File: config.mk
export PLATFORM = sky130hd
export DESIGN_NAME = load_store_unit
export DESIGN_NICKNAME = d
export VERILOG_FILES = /design/src/rtl/lsu_pkg.sv /design/src/rtl/load_aligner.sv /design/src/rtl/load_store_unit.sv
export SDC_FILE = /design/constraint.sdc
export NUM_CORES = 1
export LEC_CHECK = 0
export ABC_AREA = 1
export ABC_CLOCK_PERIOD_IN_PS = 3400
export CAP_MARGIN = 20
export CORE_MARGIN = 2
export CORE_UTILIZATION = 48
export DETAILED_ROUTE_END_ITERATION = 7
export PLACE_DENSITY = 0.86
export SLEW_MARGIN = 20
export SYNTH_ARGS = -nofsm -noshare
export SYNTH_HDL_FRONTEND = slang
export SYNTH_HIERARCHICAL = 1
export SYNTH_SLANG_ARGS = --single-unit
File: constraint.sdc
create_clock -name CLK -period 3.4 [get_ports CLK]
set_clock_uncertainty 0.15 [all_clocks]
set_input_delay 0.68 -clock CLK [delete_from_list [all_inputs] [get_ports CLK]]
set_output_delay 0.68 -clock CLK [all_outputs]
set_load 0.01 [all_outputs]
File: src/rtl/lsu_pkg.sv
// Shared RV32I load/store definitions: width codes, FSM states, byte-enable
// patterns and the access legality / lane helpers used by the LSU.
package lsu_pkg;

  localparam logic [2:0] F3_B  = 3'b000;
  localparam logic [2:0] F3_H  = 3'b001;
  localparam logic [2:0] F3_W  = 3'b010;
  localparam logic [2:0] F3_BU = 3'b100;
  localparam logic [2:0] F3_HU = 3'b101;

  typedef enum logic [1:0] {
    IDLE   = 2'd0,
    ACCESS = 2'd1,
    FIN    = 2'd2
  } lsu_state_e;

  localparam logic [3:0] BE_BYTE = 4'b0001;
  localparam logic [3:0] BE_HALF = 4'b0011;
  localparam logic [3:0] BE_WORD = 4'b1111;

  // Unsigned widths are load-only; halfwords and words must be naturally aligned.
  function automatic logic access_fault(input logic       is_store,
                                        input logic [2:0] funct3,
                                        input logic [1:0] addr_lo);
    logic f;
    case (funct3)
      F3_B:    f = 1'b0;
      F3_H:    f = addr_lo[0];
      F3_W:    f = (addr_lo != 2'b00);
      F3_BU:   f = is_store;
      F3_HU:   f = is_store | addr_lo[0];
      default: f = 1'b1;
    endcase
    return f;
  endfunction

  function automatic logic [3:0] byte_enables(input logic       is_store,
                                              input logic [2:0] funct3,
                                              input logic [1:0] addr_lo);
    logic [3:0] be;
    if (!is_store) begin
      be = BE_WORD;
    end else begin
      case (funct3)
        F3_B:    be = BE_BYTE << addr_lo;
        F3_H:    be = BE_HALF << addr_lo;
        default: be = BE_WORD;
      endcase
    end
    return be;
  endfunction

  function automatic logic [31:0] store_lanes(input logic [2:0]  funct3,
                                              input logic [31:0] wdata);
    logic [31:0] lanes;
    case (funct3)
      F3_B:    lanes = {4{wdata[7:0]}};
      F3_H:    lanes = {2{wdata[15:0]}};
      default: lanes = wdata;
    endcase
    return lanes;
  endfunction

endpackage

File: src/rtl/load_aligner.sv
// Combinational load-data aligner: shifts the addressed lane down to bit 0
// and sign- or zero-extends it according to the RV32I load width.
module load_aligner
  import lsu_pkg::*;
(
  input  logic [31:0] mem_rdata,
  input  logic [1:0]  addr_lo,
  input  logic [2:0]  funct3,
  output logic [31:0] result
);

  logic [31:0] shifted;

  always_comb begin
    shifted = mem_rdata >> {addr_lo, 3'b000};
    case (funct3)
      F3_B:    result = {{24{shifted[7]}}, shifted[7:0]};
      F3_H:    result = {{16{shifted[15]}}, shifted[15:0]};
      F3_BU:   result = {24'h0, shifted[7:0]};
      F3_HU:   result = {16'h0, shifted[15:0]};
      default: result = shifted;
    endcase
  end

endmodule

File: src/rtl/load_store_unit.sv
// RV32I data-memory access stage: one load/store per START over a single
// outstanding req/ack port. Optional ACK timeout enabled by LSU_TIMEOUT_EN.
module load_store_unit
  import lsu_pkg::*;
#(
  parameter int unsigned TIMEOUT_CYCLES = 255
) (
  input  logic        CLK,
  input  logic        RST,
  input  logic        START,
  input  logic        IS_STORE,
  input  logic [2:0]  FUNCT3,
  input  logic [31:0] ADDR,
  input  logic [31:0] WDATA,
  output logic        BUSY,
  output logic        DONE,
  output logic        FAULT,
  output logic [31:0] RDATA,
  output logic        MEM_REQ,
  output logic        MEM_WE,
  output logic [31:0] MEM_ADDR,
  output logic [31:0] MEM_WDATA,
  output logic [3:0]  MEM_BE,
  input  logic [31:0] MEM_RDATA,
  input  logic        MEM_ACK
);

  if (TIMEOUT_CYCLES < 1 || TIMEOUT_CYCLES > 255) begin : g_bad_timeout
    $error("TIMEOUT_CYCLES must be in 1..255");
  end

  lsu_state_e  state_q, state_d;
  logic        is_store_q, is_store_d;
  logic [2:0]  funct3_q, funct3_d;
  logic [1:0]  addr_lo_q, addr_lo_d;
  logic        fault_q, fault_d;
  logic        busy_q, busy_d;
  logic        done_q, done_d;
  logic        fault_out_q, fault_out_d;
  logic [31:0] rdata_q, rdata_d;
  logic        mem_req_q, mem_req_d;
  logic        mem_we_q, mem_we_d;
  logic [31:0] mem_addr_q, mem_addr_d;
  logic [31:0] mem_wdata_q, mem_wdata_d;
  logic [3:0]  mem_be_q, mem_be_d;
  logic [31:0] load_result;

`ifdef LSU_TIMEOUT_EN
  localparam logic [7:0] TIMEOUT_LAST = 8'(TIMEOUT_CYCLES - 1);
  logic [7:0] tmo_cnt_q, tmo_cnt_d;
`endif

  load_aligner u_load_aligner (
    .mem_rdata (MEM_RDATA),
    .addr_lo   (addr_lo_q),
    .funct3    (funct3_q),
    .result    (load_result)
  );

  always_comb begin
    // NOTE: every variable gets its hold value first, so no path can infer a latch.
    state_d     = state_q;
    is_store_d  = is_store_q;
    funct3_d    = funct3_q;
    addr_lo_d   = addr_lo_q;
    fault_d     = fault_q;
    rdata_d     = rdata_q;
    mem_addr_d  = mem_addr_q;
    mem_wdata_d = mem_wdata_q;
    mem_be_d    = mem_be_q;
`ifdef LSU_TIMEOUT_EN
    tmo_cnt_d   = tmo_cnt_q;
`endif

    case (state_q)
      IDLE: begin
`ifdef LSU_TIMEOUT_EN
        tmo_cnt_d = 8'd0;
`endif
        if (START) begin
          is_store_d = IS_STORE;
          funct3_d   = FUNCT3;
          addr_lo_d  = ADDR[1:0];
          if (access_fault(IS_STORE, FUNCT3, ADDR[1:0])) begin
            fault_d = 1'b1;
            state_d = FIN;
          end else begin
            fault_d     = 1'b0;
            state_d     = ACCESS;
            mem_addr_d  = {ADDR[31:2], 2'b00};
            mem_wdata_d = store_lanes(FUNCT3, WDATA);
            mem_be_d    = byte_enables(IS_STORE, FUNCT3, ADDR[1:0]);
          end
        end
      end
      ACCESS: begin
        // An ACK arriving on the expiry cycle still completes normally.
        if (MEM_ACK) begin
          if (!is_store_q) begin
            rdata_d = load_result;
          end
          state_d = FIN;
        end
`ifdef LSU_TIMEOUT_EN
        else if (tmo_cnt_q == TIMEOUT_LAST) begin
          fault_d = 1'b1;
          state_d = FIN;
        end else begin
          tmo_cnt_d = tmo_cnt_q + 8'd1;
        end
`endif
      end
      FIN: begin
        state_d = IDLE;
      end
      default: begin
        state_d = IDLE;
      end
    endcase

    // Outputs are decoded from the next state so they leave the block registered.
    busy_d      = (state_d != IDLE);
    done_d      = (state_d == FIN);
    fault_out_d = (state_d == FIN) & fault_d;
    mem_req_d   = (state_d == ACCESS);
    mem_we_d    = (state_d == ACCESS) & is_store_d;
  end

  // NOTE: sequential state uses <= so all flops update from the same pre-edge values.
  always_ff @(posedge CLK) begin
    if (RST) begin
      state_q     <= IDLE;
      is_store_q  <= 1'b0;
      funct3_q    <= 3'b000;
      addr_lo_q   <= 2'b00;
      fault_q     <= 1'b0;
      busy_q      <= 1'b0;
      done_q      <= 1'b0;
      fault_out_q <= 1'b0;
      rdata_q     <= 32'h0;
      mem_req_q   <= 1'b0;
      mem_we_q    <= 1'b0;
      mem_addr_q  <= 32'h0;
      mem_wdata_q <= 32'h0;
      mem_be_q    <= 4'b0000;
`ifdef LSU_TIMEOUT_EN
      tmo_cnt_q   <= 8'd0;
`endif
    end else begin
      state_q     <= state_d;
      is_store_q  <= is_store_d;
      funct3_q    <= funct3_d;
      addr_lo_q   <= addr_lo_d;
      fault_q     <= fault_d;
      busy_q      <= busy_d;
      done_q      <= done_d;
      fault_out_q <= fault_out_d;
      rdata_q     <= rdata_d;
      mem_req_q   <= mem_req_d;
      mem_we_q    <= mem_we_d;
      mem_addr_q  <= mem_addr_d;
      mem_wdata_q <= mem_wdata_d;
      mem_be_q    <= mem_be_d;
`ifdef LSU_TIMEOUT_EN
      tmo_cnt_q   <= tmo_cnt_d;
`endif
    end
  end

  assign BUSY      = busy_q;
  assign DONE      = done_q;
  assign FAULT     = fault_out_q;
  assign RDATA     = rdata_q;
  assign MEM_REQ   = mem_req_q;
  assign MEM_WE    = mem_we_q;
  assign MEM_ADDR  = mem_addr_q;
  assign MEM_WDATA = mem_wdata_q;
  assign MEM_BE    = mem_be_q;

endmodule

==> results.txt <==
Origin of the worst setup path = addr_lo_q[0]
CP Class = reg2reg
Largest net degree at the start of global routing = 56
Clk sinks = 112
Vias in the first global route = 5590
R2R Setup Slk = 1.06 ns
Post-CTS Resized = 0
Hold bufs inserted after CTS = 0
Setup TNS = 0 ns
Reg-to-Reg End = RDATA[24]
FF-to-FF Start = addr_lo_q[0]
Chip height = 113 um
Die footprint = 12700 sq um
Leak = 3.58 nW
Setup violations, final = 0
MaxCap Viol Count = 0
Vias per cell = 5.06
Min-Delay Path Class = reg2reg
Pwr/cell area = 421 nW/um^2
Worst setup EP type = register
Crit path max fanout = 42
Routed length on met2 = 7800 um
DRT antenna net count = 0
Seq/Total Area, Yosys = 39.6%
Syn Inst Count = 854
DR WL met3 = 1110 um
Buffer levels on the longest clock path = 2
Met1 Routed Length = 7170 um
Number of detailed-route iterations in the first pass = 5
GP Congestion = 0.885
Wire per inst = 14.1 um
Required @ worst endpoint = 3.54 ns
Maximum vdd drop = 358 uV
PortBufs = 206
Global-route usage over all layers = 25.6%
Initial antenna violation count = 0
WP data arrival = 2.48 ns
Final hold violation count = 0
Ys Warns = 6
Io pins = 209
Routed Wire Length = 16600 um
RSZ-0062 raised after global routing = no
Syn avg cell area = 6.62 sq um
Cell Area, Synth = 5660 sq um
Cts bufs inserted = 9
Post-synth cell types = 30
Least-Margin Pin Slew = 0.790 ns
Tcrit/Tclk final = 68.9%
Final nets = 1135
Diode count = 0
CTS tree = built
Yosys reg bits = 112
Worst skew pair latency = 0.35 ns
Top sig layer = met4
Rel. slew slack = 47.2%
Gr ovfl total = 0
Area Overhead vs Synth = 42.1%
Util after Layout = 70.1%
DR vias = 5971
Fin. max-slew vios = 0
Post-CTS setup buffer count = 0
Reg2Reg Depth = 7
DP HPWL = 12000 um
Die W = 113 um
Core ar. = 11500 sq um
First-pass GRT wire length = 26600 um
Starting Density = 49.3%
Status = completed
First DRT Iteration DRCs = 594
Setup crit end = RDATA[24]
Worst-path clk slew = 0.08 ns
DRC errors left = 0
Tmin final = 2.34 ns
Clock Root Buffer = clkbuf_16
Fmax = 427 MHz
Fill cells = 932
Share of layout cells above drive strength 1 = 6.66%
CP startpoint kind = register
Num rows = 39
H-tree depth = 3
-- state kept, by name, summed over array words and instances, names as in the netlist --
name        flops
BUSY            1
DONE            1
FAULT           1
MEM_ADDR       30
MEM_BE          4
MEM_REQ         1
MEM_WDATA      32
MEM_WE          1
RDATA          32
addr_lo_q       2
fault_q         1
funct3_q        3
is_store_q      1
state_q         2
-- cell usage after synthesis, drive strengths merged --
cell    count  area, sq um
a21oi      14         73.8
a22oi       7         52.6
and2        1         6.26
buf        43          264
clkbuf     13         48.8
clkinv      2         7.51
conb        1         3.75
dfxtp     112         2240
inv        65          254
nand2     188          731
nand3      78          493
nand3b     30          225
nand4       1         6.26
nor2      241          922
o211ai     14          105
o21ai      44          220
-- cell families (layout without fill, tap and decap cells) --
group | after synthesis | in the layout | synth area share (%)
buf+inv | 123 | 304 | 10.2
simple gates | 539 | 539 | 42.1
flops | 112 | 112 | 39.6
compound gates | 79 | 79 | 7.99
other cells | 1 | 2 | 0.0663
-- stage by stage --
| stage | std cells | setup slack (ns) | hold WS, ns | total power (W) | cell area (sq um) |
|---|---|---|---|---|---|
| global placement | 1163 | 0.817 | 0.298 | 0.00226 | 7720 |
| CTS | 1179 | 1.09 | 0.328 | 0.00339 | 8030 |
| floorplan | 855 | 1.70 | 0.353 | 0.00193 | 5660 |
| global route | 1179 | 0.841 | 0.355 | 0.00354 | 8030 |
| finish | 1179 | 1.06 | 0.325 | 0.00338 | 8030 |
| detailed placement | 1163 | 0.789 | 0.309 | 0.00228 | 7720 |
-- where the power goes --
part / switching, W / internal [W] / leakage [nW] / total, W
combinational: 0.000428 / 0.000391 / 2.51 / 0.000819
sequential: 0.0000469 / 0.00139 / 0.915 / 0.00144
clock: 0.000518 / 0.000605 / 0.152 / 0.00112
total: 0.000993 / 0.00239 / 3.58 / 0.00338
-- worst max-delay path, stage by stage (launching register included) --
cell	delay, ns
dfxtp_1	0.51
buf_4	0.41
nand2_1	0.14
nand3_2	0.11
nand3_2	0.46
nand3_1	0.23
o21ai_0	0.13
nor2_1	0.12
-- routing by layer --
metal	vias to the layer above	GRT usage [%]
met5	-	0
met4	0	10.9
met3	37	4.75
met2	233	42.7
met1	2671	32.6
li1	3030	-
-- cell usage in the layout (no fill, tap or decap), types with 2 or more instances in the layout --
| master | instances |
|---|---|
| nand2_2 | 7 |
| clkbuf_16 | 9 |
| nand3_1 | 59 |
| a22oi_1 | 7 |
| conb_1 | 2 |
| inv_8 | 2 |
| clkdlybuf4s50_1 | 206 |
| nand3_2 | 18 |
| dfxtp_1 | 112 |
| inv_2 | 3 |
| inv_1 | 61 |
| nand3b_1 | 30 |
| o21ai_0 | 44 |
| buf_4 | 14 |
| nor2_2 | 4 |
| inv_6 | 2 |
| o211ai_1 | 14 |
| a21oi_1 | 13 |
| nor2_1 | 236 |
| nand2_1 | 180 |
-- how the worst min path moves through the flow --
stage                 start            to  slack (ns)  cells past startpoint
6_report       MEM_WDATA[7]  MEM_WDATA[7]        0.32                      2
5_1_grt        MEM_ADDR[16]  MEM_ADDR[16]        0.35                      2
4_1_cts        MEM_WDATA[7]  MEM_WDATA[7]        0.33                      2
3_5_place_dp   MEM_WDATA[7]  MEM_WDATA[7]        0.31                      2
3_3_place_gp   MEM_WDATA[7]  MEM_WDATA[7]        0.30                      2
2_1_floorplan  MEM_WDATA[0]  MEM_WDATA[0]        0.35                      2
-- layout make-up --
class | instances | area (sq um) | share of cell area [%]
clock buffer | 10 | 239 | 2.97
multi-input combinational | 620 | 2850 | 35.5
inverter | 67 | 262 | 3.25
timing repair buffer | 221 | 2190 | 27.2
clock inverter | 6 | 75.1 | 0.934
sequential | 112 | 2240 | 27.9
tap | 143 | 179 | 2.23
No activity file was read; power rests on OpenSTA's default activity.
